### src/rtl/fifo_pkg.sv
// Shared types and helpers for the stream FIFO controller and its prefetch queue.
package fifo_pkg;

   typedef enum logic {ST_DRAIN, ST_RUN} fifo_ctrl_state_e;

   // Prefetch queue depth: enough room for every read in flight plus one word being popped.
   function automatic int out_depth(input int latency);
      return latency + 2;
   endfunction

endpackage

### src/rtl/fifo_stream_ctrl_reg_fifo.sv
// Small register FIFO (module reg_fifo) used as the first-word-fall-through prefetch queue.
module reg_fifo
   import fifo_pkg::*;
#(
   parameter int DEPTH = 4,
   parameter int WIDTH = 32,
   localparam int CW = $clog2(DEPTH + 1)
)(
   input  logic             clk,
   input  logic             rst,
   input  logic             push,
   input  logic             pop,
   input  logic [WIDTH-1:0] din,
   output logic [WIDTH-1:0] head,
   output logic [CW-1:0]    count
);

   localparam int PW = (DEPTH > 1) ? $clog2(DEPTH) : 1;

   logic [WIDTH-1:0] mem_q [DEPTH];
   logic [PW-1:0]    wr_idx_q, wr_idx_d;
   logic [PW-1:0]    rd_idx_q, rd_idx_d;
   logic [CW-1:0]    count_q, count_d;
   logic             do_push, do_pop;

   // Indices wrap at DEPTH explicitly because DEPTH need not be a power of two.
   always_comb begin
      do_pop   = pop && (count_q != '0);
      do_push  = push && ((count_q != CW'(DEPTH)) || do_pop);
      wr_idx_d = wr_idx_q;
      rd_idx_d = rd_idx_q;
      if (do_push) wr_idx_d = (wr_idx_q == PW'(DEPTH - 1)) ? '0 : wr_idx_q + 1'b1;
      if (do_pop)  rd_idx_d = (rd_idx_q == PW'(DEPTH - 1)) ? '0 : rd_idx_q + 1'b1;
      count_d  = count_q + CW'(do_push) - CW'(do_pop);
   end

   always_ff @(posedge clk or posedge rst) begin
      if (rst) begin
         wr_idx_q <= '0;
         rd_idx_q <= '0;
         count_q  <= '0;
      end else begin
         wr_idx_q <= wr_idx_d;
         rd_idx_q <= rd_idx_d;
         count_q  <= count_d;
      end
   end

   always_ff @(posedge clk) begin
      if (do_push) mem_q[wr_idx_q] <= din;
   end

   assign head  = mem_q[rd_idx_q];
   assign count = count_q;

endmodule

### src/rtl/fifo_stream_ctrl.sv
// FIFO controller driving a dual-port RAM with valid/ready streams and FWFT output.
// Optional almost_full output enabled by defining FIFO_STREAM_CTRL_ALMOST_FULL_EN.
module fifo_stream_ctrl
   import fifo_pkg::*;
#(
   parameter int ADDR_WIDTH = 10,
   parameter int DATA_WIDTH = 32,
   parameter int LATENCY    = 2
`ifdef FIFO_STREAM_CTRL_ALMOST_FULL_EN
   ,
   parameter int AFULL_THRESH = 2**ADDR_WIDTH - 4
`endif
)(
   input  logic                  clk,
   input  logic                  rst,
   input  logic [DATA_WIDTH-1:0] s_data,
   input  logic                  s_valid,
   output logic                  s_ready,
   output logic [DATA_WIDTH-1:0] m_data,
   output logic                  m_valid,
   input  logic                  m_ready,
   output logic [ADDR_WIDTH-1:0] ram_waddr,
   output logic                  ram_wr,
   output logic [DATA_WIDTH-1:0] ram_wdata,
   output logic [ADDR_WIDTH-1:0] ram_raddr,
   output logic                  ram_rd,
   input  logic [DATA_WIDTH-1:0] ram_rdata,
   input  logic                  ram_rdata_valid,
   output logic [ADDR_WIDTH+1:0] level
`ifdef FIFO_STREAM_CTRL_ALMOST_FULL_EN
   ,
   output logic                  almost_full
`endif
);

   localparam int OUT_DEPTH = out_depth(LATENCY);
   localparam int CW        = $clog2(OUT_DEPTH + 1);
   localparam int PTRW      = ADDR_WIDTH + 1;
   localparam int LW        = ADDR_WIDTH + 2;
   localparam logic [PTRW-1:0] FULL_COUNT = {1'b1, {ADDR_WIDTH{1'b0}}};

   fifo_ctrl_state_e state_q, state_d;
   logic [1:0]       drain_cnt_q, drain_cnt_d;
   logic [PTRW-1:0]  wptr_q, wptr_d, rptr_q, rptr_d;
   logic [PTRW-1:0]  ram_count, ram_count_d;
   logic             s_ready_q, s_ready_d;
   logic [CW-1:0]    inflight_q, inflight_d;
   logic [LW-1:0]    level_q, level_d;
   logic [CW-1:0]    outq_count, outq_count_d;
   logic [DATA_WIDTH-1:0] outq_head;
   logic             accept, issue, pop, push;

   // Reads are only issued when the prefetch queue is guaranteed room for the returned word.
   always_comb begin
      ram_count    = wptr_q - rptr_q;
      pop          = (outq_count != '0) && m_ready;
      push         = (state_q == ST_RUN) && ram_rdata_valid;
      accept       = s_valid && s_ready_q;
      issue        = (state_q == ST_RUN) && (ram_count != '0) &&
                     ((int'(outq_count) + int'(inflight_q) - int'(pop)) < OUT_DEPTH);

      state_d      = state_q;
      drain_cnt_d  = drain_cnt_q;
      if (state_q == ST_DRAIN) begin
         if (drain_cnt_q == 2'(LATENCY)) state_d = ST_RUN;
         else                            drain_cnt_d = drain_cnt_q + 1'b1;
      end

      wptr_d       = wptr_q + PTRW'(accept);
      rptr_d       = rptr_q + PTRW'(issue);
      ram_count_d  = wptr_d - rptr_d;
      inflight_d   = inflight_q + CW'(issue) - CW'(push);
      outq_count_d = outq_count + CW'(push) - CW'(pop);
      s_ready_d    = (state_d == ST_RUN) && (ram_count_d != FULL_COUNT);
      level_d      = LW'(ram_count_d) + LW'(inflight_d) + LW'(outq_count_d);
   end

   always_ff @(posedge clk or posedge rst) begin
      if (rst) begin
         state_q     <= ST_DRAIN;
         drain_cnt_q <= '0;
         wptr_q      <= '0;
         rptr_q      <= '0;
         s_ready_q   <= 1'b0;
         inflight_q  <= '0;
         level_q     <= '0;
      end else begin
         state_q     <= state_d;
         drain_cnt_q <= drain_cnt_d;
         wptr_q      <= wptr_d;
         rptr_q      <= rptr_d;
         s_ready_q   <= s_ready_d;
         inflight_q  <= inflight_d;
         level_q     <= level_d;
      end
   end

`ifdef FIFO_STREAM_CTRL_ALMOST_FULL_EN
   logic almost_full_q, almost_full_d;

   always_comb begin
      almost_full_d = (ram_count_d >= PTRW'(AFULL_THRESH));
   end

   always_ff @(posedge clk or posedge rst) begin
      if (rst) almost_full_q <= 1'b0;
      else     almost_full_q <= almost_full_d;
   end

   assign almost_full = almost_full_q;
`endif

   reg_fifo #(
      .DEPTH (OUT_DEPTH),
      .WIDTH (DATA_WIDTH)
   ) u_outq (
      .clk   (clk),
      .rst   (rst),
      .push  (push),
      .pop   (pop),
      .din   (ram_rdata),
      .head  (outq_head),
      .count (outq_count)
   );

   assign s_ready   = s_ready_q;
   assign ram_wr    = accept;
   assign ram_waddr = wptr_q[ADDR_WIDTH-1:0];
   assign ram_wdata = s_data;
   assign ram_rd    = issue;
   assign ram_raddr = rptr_q[ADDR_WIDTH-1:0];
   assign m_valid   = (outq_count != '0);
   assign m_data    = outq_head;
   assign level     = level_q;

endmodule

### config.mk
export PLATFORM = sky130hd
export DESIGN_NAME = fifo_stream_ctrl
export DESIGN_NICKNAME = d
export VERILOG_FILES = /design/src/rtl/fifo_pkg.sv /design/src/rtl/fifo_stream_ctrl_reg_fifo.sv /design/src/rtl/fifo_stream_ctrl.sv
export SDC_FILE = /design/constraint.sdc
export NUM_CORES = 1
export LEC_CHECK = 0
export ABC_AREA = 0
export ABC_CLOCK_PERIOD_IN_PS = 5100
export CAP_MARGIN = 10
export CORE_ASPECT_RATIO = 0.8
export CORE_MARGIN = 4
export CORE_UTILIZATION = 47
export CTS_CLUSTER_SIZE = 10
export DETAILED_ROUTE_END_ITERATION = 12
export PLACE_DENSITY = 0.74
export SLEW_MARGIN = 20
export SYNTH_ARGS = -nofsm -noshare
export SYNTH_HDL_FRONTEND = slang
export SYNTH_SLANG_ARGS = --single-unit
### constraint.sdc
create_clock -name clk -period 5.1 [get_ports clk]
set_clock_uncertainty 0.2 [all_clocks]
set_input_delay 1.02 -clock clk [delete_from_list [all_inputs] [get_ports clk]]
set_output_delay 1.02 -clock clk [all_outputs]
set_load 0.02 [all_outputs]
; Word level (Yosys, flattened, before mapping)
; Memory sizes are Yosys's and may differ from the RTL's.
; Index checks and enable logic that the tools add are counted.
[word_totals]
inputBits = 69
mem_count = 1
regBits = 48
ram_bits = 128
[memory_table]
columns = name, words, width, read_ports, rd_clocked_by_memory_dff, wr, line_no
row1 = u_outq.mem_q, 4, 32, 1, 0, 1, fifo_stream_ctrl_reg_fifo.sv:20  ; logic [WIDTH-1:0] mem_q [DEPTH];
[classes]
addsub = 17
magnitude_cmp = 1
n_mux = 6
eq_ne = 5
bitwise = 2
reduce_logical = 12
[op_table]
columns = operator, count
row1 = $add 11x1->11, 2
row2 = $sub 11x11->11, 2
row3 = $add 11x3->12, 1
row4 = $add 12x3->12, 1
row5 = $ne 11x11->1 const B, 1
row6 = $reduce_bool 11->1, 1
row7 = $add 3x1->3, 3
row8 = $sub 3x1->3, 3
row9 = $logic_and 1x1->1, 8
row10 = $add 2x1->2 const B, 3
row11 = $eq 2x2->1 const B, 3
row12 = $lt 5x4->1 const B, 1
row13 = $sub 4x1->5, 1
row14 = $add 3x3->4, 1
row15 = $mux 1, 4
row16 = $mux 2, 2
row17 = $ne 3x3->1 const B, 1
row18 = $reduce_bool 3->1, 1
row19 = $not 1->1, 2
row20 = $reduce_and 2->1, 1
row21 = $logic_or 1x1->1, 1

; Longest topological paths before layout
[logic_depth]
word_depth = 9
depth_mapped = 26
depth_no_buf = 26

; Modules after synthesis
; From an unflattened synthesis, not the netlist that was laid out.
[unflattened]
cells_unflattened = 560
area_unflattened_um2 = 8400.6
[modules_own_cells]
columns = mod, seq_area_each_um2, n_inst, cells_per_inst, area_each_um2
row1 = reg_fifo, 4018.9, 1, 206, 5059.9
row2 = fifo_stream_ctrl, 1026.0, 1, 354, 3340.7

; Worst setup path before layout
; No wires, ideal clock.
[synth_path]
path_type = input-to-reg
startpoint = input port m_ready
endpoint = register level_q[11] (netlist: level[11])
stages = 21
setup_time_ps = 120
setup_slack_ps = -778
t_arrival_ps = 5558
path_buffers = 0
path_cell_list = nand2_1 > inv_1 > ha_1 > inv_1 > ha_1 > a31o_2 > nor3_1 > o21ai_0 > a31oi_1 > ha_1 > ha_1 > fa_1 > fa_1 > inv_1 > ha_1 > fa_1 > a21oi_1 > nor2_1 > and3_4 > nand3_2 > and3b_1
[synth_between]
elab_chain_len = 8
word_cells_on_any_way = 11
cone_classes = add/sub (8) / order compare (1) / reduce/logical (2)
[synth_lines]
columns = element, line_no
row1 = "start, declared", fifo_stream_ctrl.sv:21  ; input logic m_ready,
row2 = $logic_and 1x1->1, fifo_stream_ctrl.sv:56  ; pop = (outq_count != '0) && m_ready;
row3 = $sub 4x1->5, fifo_stream_ctrl.sv:60  ; ((int'(outq_count) + int'(inflight_q) - int'(pop)) < OUT_DEPTH);
row4 = $lt 5x4->1, fifo_stream_ctrl.sv:60
row5 = $logic_and 1x1->1, fifo_stream_ctrl.sv:59  ; issue = (state_q == ST_RUN) && (ram_count != '0) &&
row6 = named net ram_rd, fifo_stream_ctrl.sv:26  ; output logic ram_rd,
row7 = $add 11x1->11, fifo_stream_ctrl.sv:70  ; rptr_d = rptr_q + PTRW'(issue);
row8 = named net rptr_d[1], fifo_stream_ctrl.sv:44  ; logic [PTRW-1:0] wptr_q, wptr_d, rptr_q, rptr_d;
row9 = $sub 11x11->11, fifo_stream_ctrl.sv:71  ; ram_count_d = wptr_d - rptr_d;
row10 = $add 11x3->12, fifo_stream_ctrl.sv:75  ; level_d = LW'(ram_count_d) + LW'(inflight_d) + LW'(outq_count_d);
row11 = $add 12x3->12, fifo_stream_ctrl.sv:75
row12 = named net level_d[11], fifo_stream_ctrl.sv:48  ; logic [LW-1:0] level_q, level_d;
row13 = "end signal, assigned", fifo_stream_ctrl.sv:94  ; level_q <= level_d;
row14 = "end, declared", fifo_stream_ctrl.sv:48
; The timed path passes the listed nets, and every way through them passes these cells.
; A chain may end at the register's enable or synchronous reset.

; Final worst setup path
[layout_path]
startpoint = register wptr_q[1]
endpoint = register level_q[11] (netlist: level[11])
[layout_between]
elab_chain_len = 8
word_cells_on_any_way = 11
cone_classes = add/sub (8) / reduce/logical (3)
[layout_lines]
columns = element, line_no
row1 = "start, declared", fifo_stream_ctrl.sv:44
row2 = "start signal, assigned", fifo_stream_ctrl.sv:90  ; wptr_q <= wptr_d;
row3 = $sub 11x11->11, fifo_stream_ctrl.sv:55  ; ram_count = wptr_q - rptr_q;
row4 = $reduce_bool 11->1, fifo_stream_ctrl.sv:59
row5 = $logic_and 1x1->1 (2 in series), fifo_stream_ctrl.sv:59
row6 = $add 11x1->11, fifo_stream_ctrl.sv:70
row7 = named net rptr_d[1], fifo_stream_ctrl.sv:44
row8 = $sub 11x11->11, fifo_stream_ctrl.sv:71
row9 = $add 11x3->12, fifo_stream_ctrl.sv:75
row10 = $add 12x3->12, fifo_stream_ctrl.sv:75
row11 = named net level_d[11], fifo_stream_ctrl.sv:48
; The timed path passes the listed nets, and every way through them passes these cells.

==> results_dict.tcl <==
set metrics [dict create \
    status "finished with violations" \
    violations "negative setup slack" \
    setup_viol 5 \
    cpPeakStageDelay_ns 0.53 \
    start_util_pct 47.8 \
    async_reset_ff_share_pct 27.3 \
    slew_headroom_pct 41.2 \
    period_share_pct 104 \
    num_vias 4640 \
    ys_ff_latch 176 \
    fin_crit_ns 5.29 \
    drt-initial-drc-count 191 \
    die-area_um2 19800 \
    drt_drc_violations_left 0 \
    drive_above_1_share_pct 27.3 \
    synth-edff-count 128 \
    r2r-start "wptr_q[1]$_DFF_PP0_" \
    slowest_stage "fa_1" \
    hold_start "drain_cnt_q[1]$_DFFE_PP0P_" \
    worstSetupPathType "flip-flop to flip-flop" \
    syn_avg_cell_area_um2 15.2 \
    cts_made_buffers 17 \
    ys_seq_area_share_pct 61.0 \
    synth_cells 543 \
    nets 786 \
    yosys.area.top_type "edfxtp_1" \
    reg2reg_to "level[11]$_DFF_PP0_" \
    maxCapViolCount 0 \
    final_cell_area_um2 10500 \
    r2r_cells 23 \
    hold_buffers 0 \
    crit_top_cell "ha_4" \
    fin_tns_setup_ns -0.519 \
    gr-total-overflow 0 \
    cp-start-kind "flip-flop" \
    area_delta_synth_final_pct 27.4 \
    dp_hpwl_mm 11.5 \
    fp.dieH_um 127 \
    worstPathCellList "ha_4, nor2b_4, o21ai_1, nand2b_1, a21o_1, a31o_4, nor2_2, o21ai_1, a2111oi_2, buf_4, a31oi_4, ha_4, ha_4, fa_2, fa_1, inv_2, ha_4, fa_2, a21oi_2, nor2_1, and3_4, nand3_2, and3b_1" \
    critPathBufInv 2 \
    grt_pass1_wl_mm 26.9 \
    grt_use_total_pct 17.7 \
    r2r_slack_ns -0.19 \
    report.final.slew_viol_count 0 \
    clock-root-buffer "clkbuf_16" \
    fmaxAchievable_ghz 0.189 \
    rsz0062_at_grt "yes" \
    coreArea_um2 17300 \
    cp_max_fo 3 \
    netlist-cell-type-count 50 \
    grt_max_degree 49 \
    clockBufferDepth 2 \
    instances_no_fill 907 \
    synthFlopType "edfxtp_1" \
    grt_pass1_vias 5062 \
    holdPathStages 2 \
    synthTopCellsByArea "edfxtp_1 (46%), dfrtp_1 (15%), mux4_2 (8.7%), ha_1 (6.0%), buf_4 (4.7%)" \
    arrival_ns 5.42 \
    finalHoldViolCount 0 \
    worstPathRequired_ns 5.23 \
    synth_top_area_share_pct 46.4 \
    min_to "drain_cnt_q[1]$_DFFE_PP0P_" \
    diodes 0 \
    cp-end-kind "flip-flop" \
    die_w_um 156 \
    antenna_found_initial 0 \
    avgRoutedWirePerCell_um 18.2 \
    place_area_um2 9790 \
    synth_fp_nets 660 \
    cts_tree "done" \
    clkLatencyLatePin_ns 0.44 \
    portBuffers 104 \
    synth_most_common_cell "edfxtp_1" \
    finalWorstSetupSlack_ns -0.190 \
    ant_nets 0 \
    via_per_inst 5.12 \
    htree_levels 4 \
    place_congestion 0.831 \
    tightest_slew_ns 0.881 \
    std_cell_rows 43 \
    synthTopCellsByCount "edfxtp_1 (128), inv_1 (53), buf_4 (52), dfrtp_1 (48), ha_1 (40)" \
    synth_warnings 0 \
    synth_area_um2 8280 \
    dr.pass1.iters 4 \
    wirelength_mm 16.5 \
    crit_family "adder cells" \
    placed_cells 872 \
    ios 169 \
    clock-sinks 176 \
    path_clk_slew_ns 0.08 \
    hold_class "flip-flop to flip-flop" \
]
how the worst max path moves through the flow:
| stage | startpoint | to | slack (ns) | depth (start not counted) |
|---|---|---|---|---|
| after floorplan | rptr_q[1]$_DFF_PP0_ | level[11]$_DFF_PP0_ | -0.11 | 23 |
| after global placement | m_ready | level[10]$_DFF_PP0_ | -0.55 | 24 |
| after detailed placement | m_ready | level[10]$_DFF_PP0_ | -0.68 | 24 |
| after CTS | rptr_q[1]$_DFF_PP0_ | level[11]$_DFF_PP0_ | -0.19 | 24 |
| after global routing | wptr_q[1]$_DFF_PP0_ | level[11]$_DFF_PP0_ | -0.34 | 23 |
| final | wptr_q[1]$_DFF_PP0_ | level[11]$_DFF_PP0_ | -0.19 | 23 |
routing by layer:
| metal | vias to the layer above | GRT usage, % | share of wire, % |
|---|---|---|---|
| li1 | 2157 | - | - |
| met1 | 2323 | 24.5 | 44 |
| met2 | 144 | 27.9 | 49 |
| met3 | 16 | 4.88 | 5.7 |
| met4 | 0 | 4.59 | 1.2 |
| met5 | - | 0 | 0 |
flip-flops by register name, indices dropped and copies added (netlist names):
name / cells
u_outq.mem_q: 128
level: 12
rptr_q: 11
wptr_q: 11
inflight_q: 3
u_outq.count: 3
drain_cnt_q: 2
u_outq.rd_idx_q: 2
u_outq.wr_idx_q: 2
s_ready: 1
state_q: 1
cell usage in the layout (no fill, tap or decap), types with 14 or more instances in the layout:
master,count
xor2_1,14
ha_1,30
dfrtp_1,47
inv_1,46
clkbuf_16,17
edfxtp_1,128
xnor2_1,23
mux4_2,32
clkdlybuf4s50_1,103
buf_4,62
nand2_1,17
nor2_1,14
through the flow:
step / util (%) / hold WS, ns / worst slack, ns
5_1_grt: 60.9 / 0.342 / -0.340
2_1_floorplan: - / 0.252 / -0.109
4_1_cts: 60.5 / 0.314 / -0.190
3_5_place_dp: 56.5 / 0.299 / -0.676
3_3_place_gp: 56.5 / 0.268 / -0.550
6_report: 60.9 / 0.312 / -0.190
kinds of logic (layout without fill, tap and decap cells):
group	after synthesis	after routing	synth area share, %
and+or+nand+nor	84	84	5.34
buffers and inverters	113	252	7.48
DFF	176	176	61.0
adders and majority gates	49	49	8.12
xor gates and xnor gates	47	47	5.73
muxes	34	34	8.97
AOI/OAI and AO/OA	40	40	3.40
layout make-up:
cell class / count / area, um^2
tap: 225 / 282
fill: 1271 / 6780
sequential: 176 / 5050
timing repair buffer: 167 / 1520
clock inverter: 15 / 195
inverter: 53 / 200
multi-input combinational: 254 / 2880
clock buffer: 17 / 425
worst register-to-register path, delay by kind of cell (launching register included):
kind	cells	cell delay, ns
fa+ha+maj	7	2.23
compound gates	7	1.27
simple gates	7	0.82
flops	1	0.43
buf+inv	2	0.24
repair_timing:
action	in CTS	in global routing
pin swaps	3	10
endpoints found under the setup margin	7	10
setup buffers	3	1
resized for setup	12	12
Power is left out: the tool's default activity adds up to more than one toggle a clock period on the data nets, which glitch-free logic cannot reach.
